--- src/rtl/nibble_frame_collector_if.sv ---
// rtl/nibble_frame_collector_if.sv - payload nibble stream between collector and consumer
//
// Signals:
//   out_valid  collector -> consumer  head nibble available
//   out_data   collector -> consumer  head nibble (4'h0 when nothing is held)
//   out_ready  consumer -> collector  consumer accepts the head nibble this clock
// Modports:
//   master  the collector (drives valid/data, observes ready)
//   slave   the consumer  (observes valid/data, drives ready)

interface nibble_frame_collector_if;
    logic       out_valid;
    logic [3:0] out_data;
    logic       out_ready;

    modport master (
        output out_valid,
        output out_data,
        input  out_ready
    );

    modport slave (
        input  out_valid,
        input  out_data,
        output out_ready
    );
endinterface

--- src/rtl/nibble_frame_collector.sv ---
// rtl/nibble_frame_collector.sv - hunts a sync nibble in a shift-register window and queues payload nibbles
//
// Samples the parallel output of a 4-bit serial-in shift register every clock.
// In HUNT it looks for SYNC_PAT; once found it captures every 4th window as a
// payload nibble until FRAME_NIBBLES nibbles are taken, then hunts again.
// Captured nibbles go through a first-word fall-through FIFO.
//
// Optional feature macro: FRAME_CNT_EN (completed-frame counter on frame_cnt).
//
// Ports:
//   clk        in   rising-edge clock
//   rst        in   synchronous reset, active-high
//   shift_q    in   [3:0] shift register parallel output
//   stream     master modport of nibble_frame_collector_if (out_valid/out_data/out_ready)
//   locked     out  registered, 1 while in LOCKED
//   overflow   out  sticky, a payload nibble was dropped because the FIFO was full
//   frame_cnt  out  [FCNT_W-1:0] completed frames (0 when FRAME_CNT_EN is undefined)

module nibble_frame_collector #(
    parameter logic [3:0] SYNC_PAT      = 4'b1011,
    parameter int         FRAME_NIBBLES = 2,
    parameter int         FIFO_DEPTH    = 4,
    parameter int         FCNT_W        = 8
) (
    input  logic                       clk,
    input  logic                       rst,
    input  logic [3:0]                 shift_q,
    nibble_frame_collector_if.master   stream,
    output logic                       locked,
    output logic                       overflow,
    output logic [FCNT_W-1:0]          frame_cnt
);

    localparam int         PW       = (FIFO_DEPTH > 1) ? $clog2(FIFO_DEPTH) : 1;
    localparam logic [3:0] LAST_NIB = 4'(FRAME_NIBBLES - 1);
    localparam logic [PW:0] FULL_CNT = (PW + 1)'(FIFO_DEPTH);

    typedef enum logic {
        HUNT   = 1'b0,
        LOCKED = 1'b1
    } state_t;

    state_t     state;
    state_t     state_next;
    logic [1:0] bit_cnt;
    logic [3:0] nib_cnt;
    logic       capture;
    logic       frame_done;

    // ---------------- FSM: state register ----------------
    always_ff @(posedge clk) begin
        if (rst) begin
            state  <= HUNT;
            locked <= 1'b0;
        end else begin
            state  <= state_next;
            locked <= (state_next == LOCKED);
        end
    end

    // ---------------- FSM: next state ----------------
    always_comb begin
        state_next = state;
        case (state)
            HUNT:    if (shift_q == SYNC_PAT) state_next = LOCKED;
            LOCKED:  if (frame_done)          state_next = HUNT;
            default: state_next = HUNT;
        endcase
    end

    // ---------------- FSM: outputs ----------------
    // bit_cnt==3 means four fresh bits have entered the window since the
    // sync match or the previous capture.
    always_comb begin
        capture    = 1'b0;
        frame_done = 1'b0;
        if (state == LOCKED && bit_cnt == 2'd3) begin
            capture    = 1'b1;
            frame_done = (nib_cnt == LAST_NIB);
        end
    end

    // Bit/nibble position within the frame; held at zero while hunting so the
    // match edge starts the frame from a clean count.
    always_ff @(posedge clk) begin
        if (rst || state == HUNT) begin
            bit_cnt <= 2'd0;
            nib_cnt <= 4'd0;
        end else begin
            bit_cnt <= bit_cnt + 2'd1;
            if (capture) begin
                nib_cnt <= frame_done ? 4'd0 : nib_cnt + 4'd1;
            end
        end
    end

    // ---------------- payload FIFO ----------------
    logic [3:0]    mem [FIFO_DEPTH];
    logic [PW-1:0] wptr;
    logic [PW-1:0] rptr;
    logic [PW:0]   count;
    logic          empty;
    logic          full;
    logic          pop;
    logic          push;
    logic          drop;

    assign empty = (count == '0);
    assign full  = (count == FULL_CNT);
    assign pop   = !empty && stream.out_ready;
    // A pop on the same edge frees the slot, so a full FIFO still accepts.
    assign push  = capture && (!full || pop);
    assign drop  = capture && full && !pop;

    always_ff @(posedge clk) begin
        if (push) begin
            mem[wptr] <= shift_q;
        end
    end

    always_ff @(posedge clk) begin
        if (rst) begin
            wptr     <= '0;
            rptr     <= '0;
            count    <= '0;
            overflow <= 1'b0;
        end else begin
            if (push) wptr <= wptr + PW'(1);
            if (pop)  rptr <= rptr + PW'(1);
            case ({push, pop})
                2'b10:   count <= count + (PW + 1)'(1);
                2'b01:   count <= count - (PW + 1)'(1);
                default: count <= count;
            endcase
            if (drop) overflow <= 1'b1;
        end
    end

    assign stream.out_valid = !empty;
    assign stream.out_data  = empty ? 4'h0 : mem[rptr];

    // ---------------- frame counter ----------------
`ifdef FRAME_CNT_EN
    // Counts every completed frame, including ones whose nibbles were dropped.
    always_ff @(posedge clk) begin
        if (rst) begin
            frame_cnt <= '0;
        end else if (frame_done) begin
            frame_cnt <= frame_cnt + FCNT_W'(1);
        end
    end
`else
    assign frame_cnt = '0;
`endif

endmodule

--- src/flat_wrapper.sv ---
// flat-port wrapper written by rule: the top's interface ports become plain ports
module nibble_frame_collector_flat 
#(
    parameter logic [3:0] SYNC_PAT      = 4'b1011,
    parameter int         FRAME_NIBBLES = 2,
    parameter int         FIFO_DEPTH    = 4,
    parameter int         FCNT_W        = 8
)
  (clk, rst, shift_q, locked, overflow, frame_cnt, stream_out_valid, stream_out_data, stream_out_ready);
  nibble_frame_collector_if stream_i ();
  input  logic clk;
  input  logic rst;
  input  logic [3:0] shift_q;
  output logic locked;
  output logic overflow;
  output logic [FCNT_W-1:0] frame_cnt;
  output wire logic [$bits(stream_i.out_valid)-1:0] stream_out_valid;
  output wire logic [$bits(stream_i.out_data)-1:0] stream_out_data;
  input wire logic [$bits(stream_i.out_ready)-1:0] stream_out_ready;
  assign stream_out_valid = stream_i.out_valid;
  assign stream_out_data = stream_i.out_data;
  assign stream_i.out_ready = stream_out_ready;
  nibble_frame_collector #(.SYNC_PAT(SYNC_PAT), .FRAME_NIBBLES(FRAME_NIBBLES), .FIFO_DEPTH(FIFO_DEPTH), .FCNT_W(FCNT_W)) u_core (.clk(clk), .rst(rst), .shift_q(shift_q), .stream(stream_i), .locked(locked), .overflow(overflow), .frame_cnt(frame_cnt));
endmodule
--- config.mk ---
export PLATFORM = sky130hd
export DESIGN_NAME = nibble_frame_collector_flat
export DESIGN_NICKNAME = d
export VERILOG_FILES = /design/src/rtl/nibble_frame_collector_if.sv /design/src/rtl/nibble_frame_collector.sv /design/src/flat_wrapper.sv
export SDC_FILE = /design/constraint.sdc
export NUM_CORES = 1
export LEC_CHECK = 0
export ABC_AREA = 1
export BUFFER_PORTS_ARGS = -buffer_cell sky130_fd_sc_hd__buf_2
export CAP_MARGIN = 20
export CORE_MARGIN = 1.5
export CORE_UTILIZATION = 35
export DETAILED_ROUTE_END_ITERATION = 16
export SETUP_SLACK_MARGIN = 0.15
export SLEW_MARGIN = 20
export SYNTH_ARGS = -nofsm -noshare
export SYNTH_HDL_FRONTEND = slang
export SYNTH_SLANG_ARGS = --single-unit
--- constraint.sdc ---
create_clock -name clk -period 5.3 [get_ports clk]
set_clock_uncertainty 0.2 [all_clocks]
set_input_delay 0.53 -clock clk [delete_from_list [all_inputs] [get_ports clk]]
set_output_delay 0.53 -clock clk [all_outputs]
set_load 0.02 [all_outputs]
==> results of run 1 <==
layer usage:
| layer | part of all wire [%] | GRT usage [%] | vias to the layer above |
|---|---|---|---|
| met4 | 1.5 | 5.13 | 0 |
| li1 | - | - | 583 |
| met2 | 48 | 19.7 | 21 |
| met5 | 0 | 0 | - |
| met3 | 4.1 | 3.78 | 4 |
| met1 | 46 | 14.0 | 500 |
critical path, cell delays in order, from the launching register on:
cell	delay, ps
dfxtp_1	320
ha_1	210
nand2_1	120
inv_2	100
nand2_1	170
ha_1	200
inv_1	70
fa_1	390
inv_1	70
nand2_1	40
nand3_1	90
nand2_1	60
nand2_1	50
nor2_1	40
sequential cells by signal, summed over array words and instances (netlist names), named ones only:
name,flops
u_core.overflow,1
u_core.count,3
u_core.rptr,2
u_core.wptr,2
u_core.nib_cnt,4
u_core.mem,16
u_core.bit_cnt,2
u_core.state,1
power by group:
part / internal [mW] / total, mW / switching [mW]
Clock: 0.139 / 0.228 / 0.0896
Sequential: 0.273 / 0.282 / 0.00854
Combinational: 0.0247 / 0.0801 / 0.0554
cells in the mapped netlist:
cell type,number,area [um2]
nand2_1,22,82.6
buf_6,1,11.3
ha_1,8,100
inv_2,2,7.51
edfxtp_1,16,480
nor2_4,1,11.3
nand2_2,2,12.5
nand3b_1,1,7.51
nor2_1,33,124
nor2_2,1,6.26
buf_4,8,60.1
o21ai_0,12,60.1
conb_1,1,3.75
nand3_2,1,10.0
inv_1,27,101
nand3_1,8,40.0
fa_1,1,20.0
nand4_1,2,12.5
dfxtp_1,17,340
a21oi_1,13,65.1
worst paths after layout:
path	startpoint	cells after the start	end	slack [ps]
max	u_core.bit_cnt[0]	13	u_core.count[2]	3100
min	u_core.bit_cnt[0]	1	u_core.bit_cnt[0]	230
min reg2reg	u_core.bit_cnt[0]	1	u_core.bit_cnt[0]	230
max reg2reg	u_core.bit_cnt[0]	13	u_core.count[2]	3100
metrics by stage:
step / power, mW / utilization [%] / area [um2] / cells
6_report: 0.590 / 40.4 / 1750 / 248
3_5_place_dp: 0.369 / 38.0 / 1640 / 240
4_1_cts: 0.596 / 40.4 / 1750 / 248
5_1_grt: 0.620 / 40.4 / 1750 / 248
2_1_floorplan: 0.351 / - / 1580 / 184
3_3_place_gp: 0.369 / 38.0 / 1640 / 240
area by class of cell:
type | count | area (um2) | share of cell area (%)
Tap cell | 52 | 65.1 | 3.72
Multi-Input combinational cell | 113 | 582 | 33.3
Clock inverter | 2 | 33.8 | 1.93
Sequential cell | 33 | 821 | 47.0
Inverter | 29 | 109 | 6.23
Clock buffer | 6 | 72.6 | 4.15
Timing Repair Buffer | 13 | 65.1 | 3.72
placed cells by master, fill, tap and decap left out, types with 2 or more instances in the layout:
master,n
ha_1,8
a21oi_1,13
buf_2,13
nand2_1,22
conb_1,8
dfxtp_1,17
nor2_1,33
inv_2,2
o21ai_0,12
clkbuf_8,5
nand2_2,2
inv_1,27
nand4_1,2
edfxtp_1,16
nand3_1,8
logic make-up after synthesis:
kind of cell               after synthesis
and+or+nand+nor                         71
buffers and inverters                   38
DFF                                     33
AOI/OAI and AO/OA                       25
adders and majority gates                9
other                                    1
==> out/results.txt, run 1 <==
CTS tree = yes
Min Clock Period, post-route = 2200 ps
die area = 0.00486 mm2
number of primary I/O pins = 22
post-synthesis mux area share = 0%
maximum buffer depth of the clock tree = 2
clock-pin slew of the registers on the worst-case setup and hold paths = 70 ps
gate count of the mapped netlist = 177
Filler Cells Inserted = 433
IO Port Bufs = 13
total length of routed wires = 2610 um
Resized cells post-CTS = 0
clock buffers created by TritonCTS = 5
maximum number of pins on one net before global-route repair = 11
f_max = 454 MHz
global route overflow = 0
clock sink count = 33
Post-Syn Area = 0.00156 mm2
sort of element at the start of the critical path = flip-flop
Warnings, synthesis = 0
antenna violations before repair = 0
Critical Setup Path Class = reg -> reg
CTS root buffer = clkbuf_8
mean cell area of the mapped netlist = 8.79 um2
result of the run = finished, final reports clean
area share of fa/ha/maj cells after synthesis = 7.72%
synthesis-stage register bit count = 33
total number of placement rows = 24
unrepaired setup endpoints after global routing = no
power density relative to cell area = 338 mW/mm2
share of post-route cells with drive strength above 1 = 13.3%
data required time at the worst endpoint = 5280 ps
parity-gate share of the synthesized area counting xor and xnor cells = 0%
wire length of the first global-routing pass = 4580 um
Setup TNS Final = 0 ps
maximum ir drop on the vdd rail = 0.152 mV
DRC violation count after routing = 0
type of the worst min-delay path = reg -> reg
post-detailed-route wirelength per cell = 10.5 um
number of buffers added to fix hold violations after cts = 0
worst setup slack before clock tree synthesis = 2960 ps
vertical extent of the die = 69.7 um
fin crit share = 41.6%
LEAKAGE = 0.707 nW
largest fanout of any net on the critical path = 10
final max-slew violation count = 0
global-route usage over all layers = 11.8%
compound-gate portion of the synthesized area = 8.04%
post-CTS setup buffer count = 0
first-pass iteration count of the detailed router = 4
final net count = 211
endpoint class of the critical path = flip-flop
width of the die = 69.7 um
basic-gate share of the synthesized area counting and, or, nand and nor cells = 19.7%
total count of hold-check failures in the final report = 0
number of antenna diodes = 0
final-layout worst hold slack = 227 ps
layout-stage area growth over the synthesis result = 12.3%
Placer Congestion = 0.775
Iter 0 DRT Violations = 24
HPWL after detailed placement = 1960 um
final worst-path setup slack = 3100 ps
via count of the routed design = 1108
combinational family with the most area after synthesis = simple AND/OR/NAND/NOR gates
MaxCap Viol Count = 0
ratio of routed vias to standard cells = 4.47
number of endpoints failing setup at the final stage = 0
CORE AREA = 0.00432 mm2
initial core utilization = 36.0%
data arrival time of the worst path = 2190 ps
later-pin clock latency in the skew report = 280 ps
Antenna Nets Post-Route = 0
number of global-route vias before repair = 1019
count of H-tree levels built during CTS = 2
distinct cell type count after synthesis = 20
share of synthesized area occupied by flip-flops and latches = 52.7%
Note: power is estimated with default switching activity, not from simulation.
==> run 2: changes to the inputs <==
- ABC_AREA: 1 -> 0
- clock period: 5.3 -> 2.1 ns (I/O delays scaled with it)
==> run 2 against run 1 <==
  * The flow now finishes with violations (setup timing)
  * Via count is 15% lower
  * Combinational power decreased by 47%
  * Design area up 6.0%
  * Setup slack got worse by 3200 ps
  * Final cell count down 16%
  * Worst hold slack worse by 170 ps
  * Critical path type unchanged
  * Critical endpoint unchanged
  * Largest power group unchanged
  * Highest routed layer unchanged
==> out/results.txt, run 2 <==
largest fanout of any net on the critical path = 2 (-8)
antenna violations before repair = 0 (unchanged)
Area contributors post-synth = edfxtp_1 32%, dfxtp_1 23%, ha_1 6.7%, mux4_2 6.0%, buf_4 4.0%
Warnings, synthesis = 0 (unchanged)
mean cell area of the mapped netlist = 12.1 um2 (+38%)
Flop pwr share = 52.5% (+4.7 points)
unrepaired setup endpoints after global routing = yes
number of antenna diodes = 0 (unchanged)
origin of the worst min-delay path = rst
Post-Syn Area = 0.00150 mm2 (-3.5%)
result of the run = finished with violations
final net count = 173 (-18%)
power density relative to cell area = 692 mW/mm2 (+100%)
via count of the routed design = 943 (-15%)
final worst-path setup slack = -79.2 ps (-3180 ps)
sort of element at the start of the critical path = flip-flop
global route overflow = 0 (unchanged)
total length of routed wires = 2520 um (-3.6%)
first-pass iteration count of the detailed router = 4 (unchanged)
Switching Share = 19.1% (-6.9 points)
wire length of the first global-routing pass = 4080 um (-11%)
final-layout worst hold slack = 58.0 ps (-169 ps)
CORE AREA = 0.00406 mm2 (-6.2%)
distinct cell type count after synthesis = 31 (+55%)
Top FF cell, synth = dfxtp_1
MaxCap Viol Count = 0 (unchanged)
layout-stage area growth over the synthesis result = 23.4%
Setup TNS Final = -79.2 ps (-79.2 ps)
clock sink count = 33 (unchanged)
number of primary I/O pins = 22 (unchanged)
ys async rst share = 0% (unchanged)
ratio of routed vias to standard cells = 4.53 (+1.5%)
gate count of the mapped netlist = 124 (-30%)
Filler Cells Inserted = 364 (-16%)
maximum buffer depth of the clock tree = 2 (unchanged)
relative contribution of the clock network to total power = 44.2% (+5.5 points)
switching power of the nets = 0.245 mW (+60%)
Crit Reg-Reg Startpoint = u_core.count[1]
f_max = 459 MHz (+1.1%)
master of the slowest instance on the critical path = dfxtp_4
later-pin clock latency in the skew report = 280 ps (about the same)
total number of placement rows = 23 (-4.2%)
Worst setup startpoint = u_core.count[1]
share of synthesized area occupied by flip-flops and latches = 54.7% (+1.9 points)
maximum ir drop on the vdd rail = 0.278 mV (+83%)
number of endpoints failing setup at the final stage = 1 (+1)
number of global-route vias before repair = 894 (-12%)
internal power = 1.04 mW (+140%)
type of the worst min-delay path = in -> reg
most instantiated cells after synthesis = 17 x dfxtp_1, 16 x edfxtp_1, 12 x nor2_1, 11 x inv_1
largest register by flop count = u_core.mem
instance area at placement = 0.00168 mm2 (+2.2%)
global-route usage over all layers = 12.2% (+0.43 points)
registers with the most flip-flops = u_core.mem: 16 flops, u_core.nib_cnt: 4 flops, u_core.count: 3 flops
clock buffers created by TritonCTS = 5 (unchanged)
width of the die = 68.5 um (-1.7%)
DRC violation count after routing = 0 (unchanged)
count of H-tree levels built during CTS = 2 (unchanged)
data arrival time of the worst path = 2190 ps (about the same)
portion of total power attributed to combinational logic = 3.3% (-10 points)
initial core utilization = 37.0% (+1.0 points)
data required time at the worst endpoint = 2110 ps (-3170 ps)
commonest non-fill, non-tap cells in the layout = 16 x edfxtp_1, 15 x dfxtp_1, 13 x buf_2
max FFs per register = 16 (unchanged)
clock-pin slew of the registers on the worst-case setup and hold paths = 70 ps (about the same)
Placer Congestion = 0.767 (-1.0%)
maximum number of pins on one net before global-route repair = 14 (+3)
fin crit share = 104% (+62 points)
HPWL after detailed placement = 1890 um (-3.4%)
IO Port Bufs = 13 (unchanged)
share of post-route cells with drive strength above 1 = 29.7% (+16 points)
CTS root buffer = clkbuf_8
endpoint class of the critical path = flip-flop
post-detailed-route wirelength per cell = 12.1 um (+15%)
die area = 0.00469 mm2 (-3.4%)
most common cell after layout, fill and taps aside = edfxtp_1
violated checks = setup timing
Critical Setup Path Class = reg -> reg
cell taking the most area after synthesis = edfxtp_1
final max-slew violation count = 0 (unchanged)
vertical extent of the die = 68.5 um (-1.7%)
total non-filler cell area in the finished layout = 0.00185 mm2 (+6.0%)
LEAKAGE = 0.696 nW (-1.6%)
area fraction of the dominant cell type after synthesis = 32.0% (+1.1 points)
count leader, synth = dfxtp_1
Iter 0 DRT Violations = 68 (+180%)
synthesis-stage register bit count = 33 (unchanged)
Min Clock Period, post-route = 2180 ps (-24.1 ps)
delay of the slowest critical-path stage = 350 ps (-40 ps)
cell breakdown of the critical path = nor4b_4 -> nor2_2 -> inv_1 -> ha_2 -> inv_2 -> fa_2 -> xor2_1 -> or3_1 -> a21oi_1
CTS tree = yes
Antenna Nets Post-Route = 0 (unchanged)
total count of hold-check failures in the final report = 0 (unchanged)
number of flops mapped to enable cells by yosys = 16 (unchanged)
[run 2: changes by cell type after synthesis, moves of 4 or more]
| cell | previous run | this run |
|---|---|---|
| nand2_1 | 22 | 3 |
| nand3_1 | 8 | 2 |
| nor2_1 | 33 | 12 |
| and2_1 | 0 | 4 |
| nor2b_1 | 0 | 5 |
| o21ai_0 | 12 | 3 |
| mux4_2 | 0 | 4 |
| inv_1 | 27 | 11 |
| a21oi_1 | 13 | 5 |
| xor2_1 | 0 | 4 |
[run 2: layout make-up]
type | count | area [um2] | share of cell area, %
clock buffer | 6 | 72.6 | 3.92
clock inverter | 2 | 33.8 | 1.82
inverter | 11 | 41.3 | 2.23
multi-input combinational | 78 | 629 | 34.0
sequential | 33 | 826 | 44.6
tap | 50 | 62.6 | 3.38
timing repair buffer | 28 | 188 | 10.1
[run 2: critical path: cells and delay by family, from the launching register on]
kind	cells	cell delay [ps]
adder cells (fa/ha/maj)	2	490
AND/OR/NAND/NOR	3	690
AO/OA/AOI/OAI	1	130
flip-flops	1	350
XOR/XNOR	1	150
buffers and inverters	2	100
[run 2: through the flow]
| step | power [mW] | cells | worst slack [ps] | utilization (%) |
|---|---|---|---|---|
| detailed placement | 0.724 | 195 | -111 | 41.4 |
| global placement | 0.723 | 195 | -13.3 | 41.4 |
| finish | 1.28 | 208 | -79.2 | 45.7 |
| floorplan | 0.719 | 131 | -36.5 | - |
| CTS | 1.30 | 208 | -102 | 45.3 |
| global route | 1.34 | 208 | -184 | 45.7 |
[run 2: worst paths after layout]
check | to | slack (ps) | cells after the start
setup / recovery | u_core.count[2] | -80 | 9
hold / removal | u_core.overflow | 60 | 2
setup reg to reg | u_core.count[2] | -80 | 9
hold reg to reg | u_core.bit_cnt[0] | 230 | 1
[run 2: kinds of logic after synthesis]
group | after synthesis | synth area share (%)
and+or+nand+nor | 38 | 15.0
DFF | 33 | 54.7
buffers and inverters | 20 | 7.00
AOI/OAI and AO/OA | 13 | 5.08
adders and majority gates | 9 | 8.00
muxes | 6 | 7.67
xor gates and xnor gates | 4 | 2.33
other | 1 | 0.250
[run 2: repair_timing]
item,CTS,global route
resized for setup,2,3
hold endpoints to repair,16,0
hold buffers,4,0
endpoints found under the setup margin,6,7
pin swaps,1,2
buffers inserted,1,0
[run 2: metal layers]
metal | wire length [um] | up-vias | share of wire (%) | global-route usage [%]
li1 | - | 475 | - | -
met1 | 1200 | 451 | 48 | 14.6
met2 | 1220 | 15 | 48 | 19.2
met3 | 83 | 2 | 3.3 | 4.87
met4 | 17 | 0 | 0.67 | 6.00
met5 | 0 | - | 0 | 0
[run 2: power by group through the flow]
stage / combinational (mW) / sequential, mW / clock [mW]
final: 0.0425 / 0.674 / 0.566
after floorplan: 0.0298 / 0.690 / 0
after global placement: 0.0351 / 0.688 / 0
after CTS: 0.0420 / 0.674 / 0.580
after detailed placement: 0.0359 / 0.688 / 0
after global routing: 0.0462 / 0.673 / 0.616
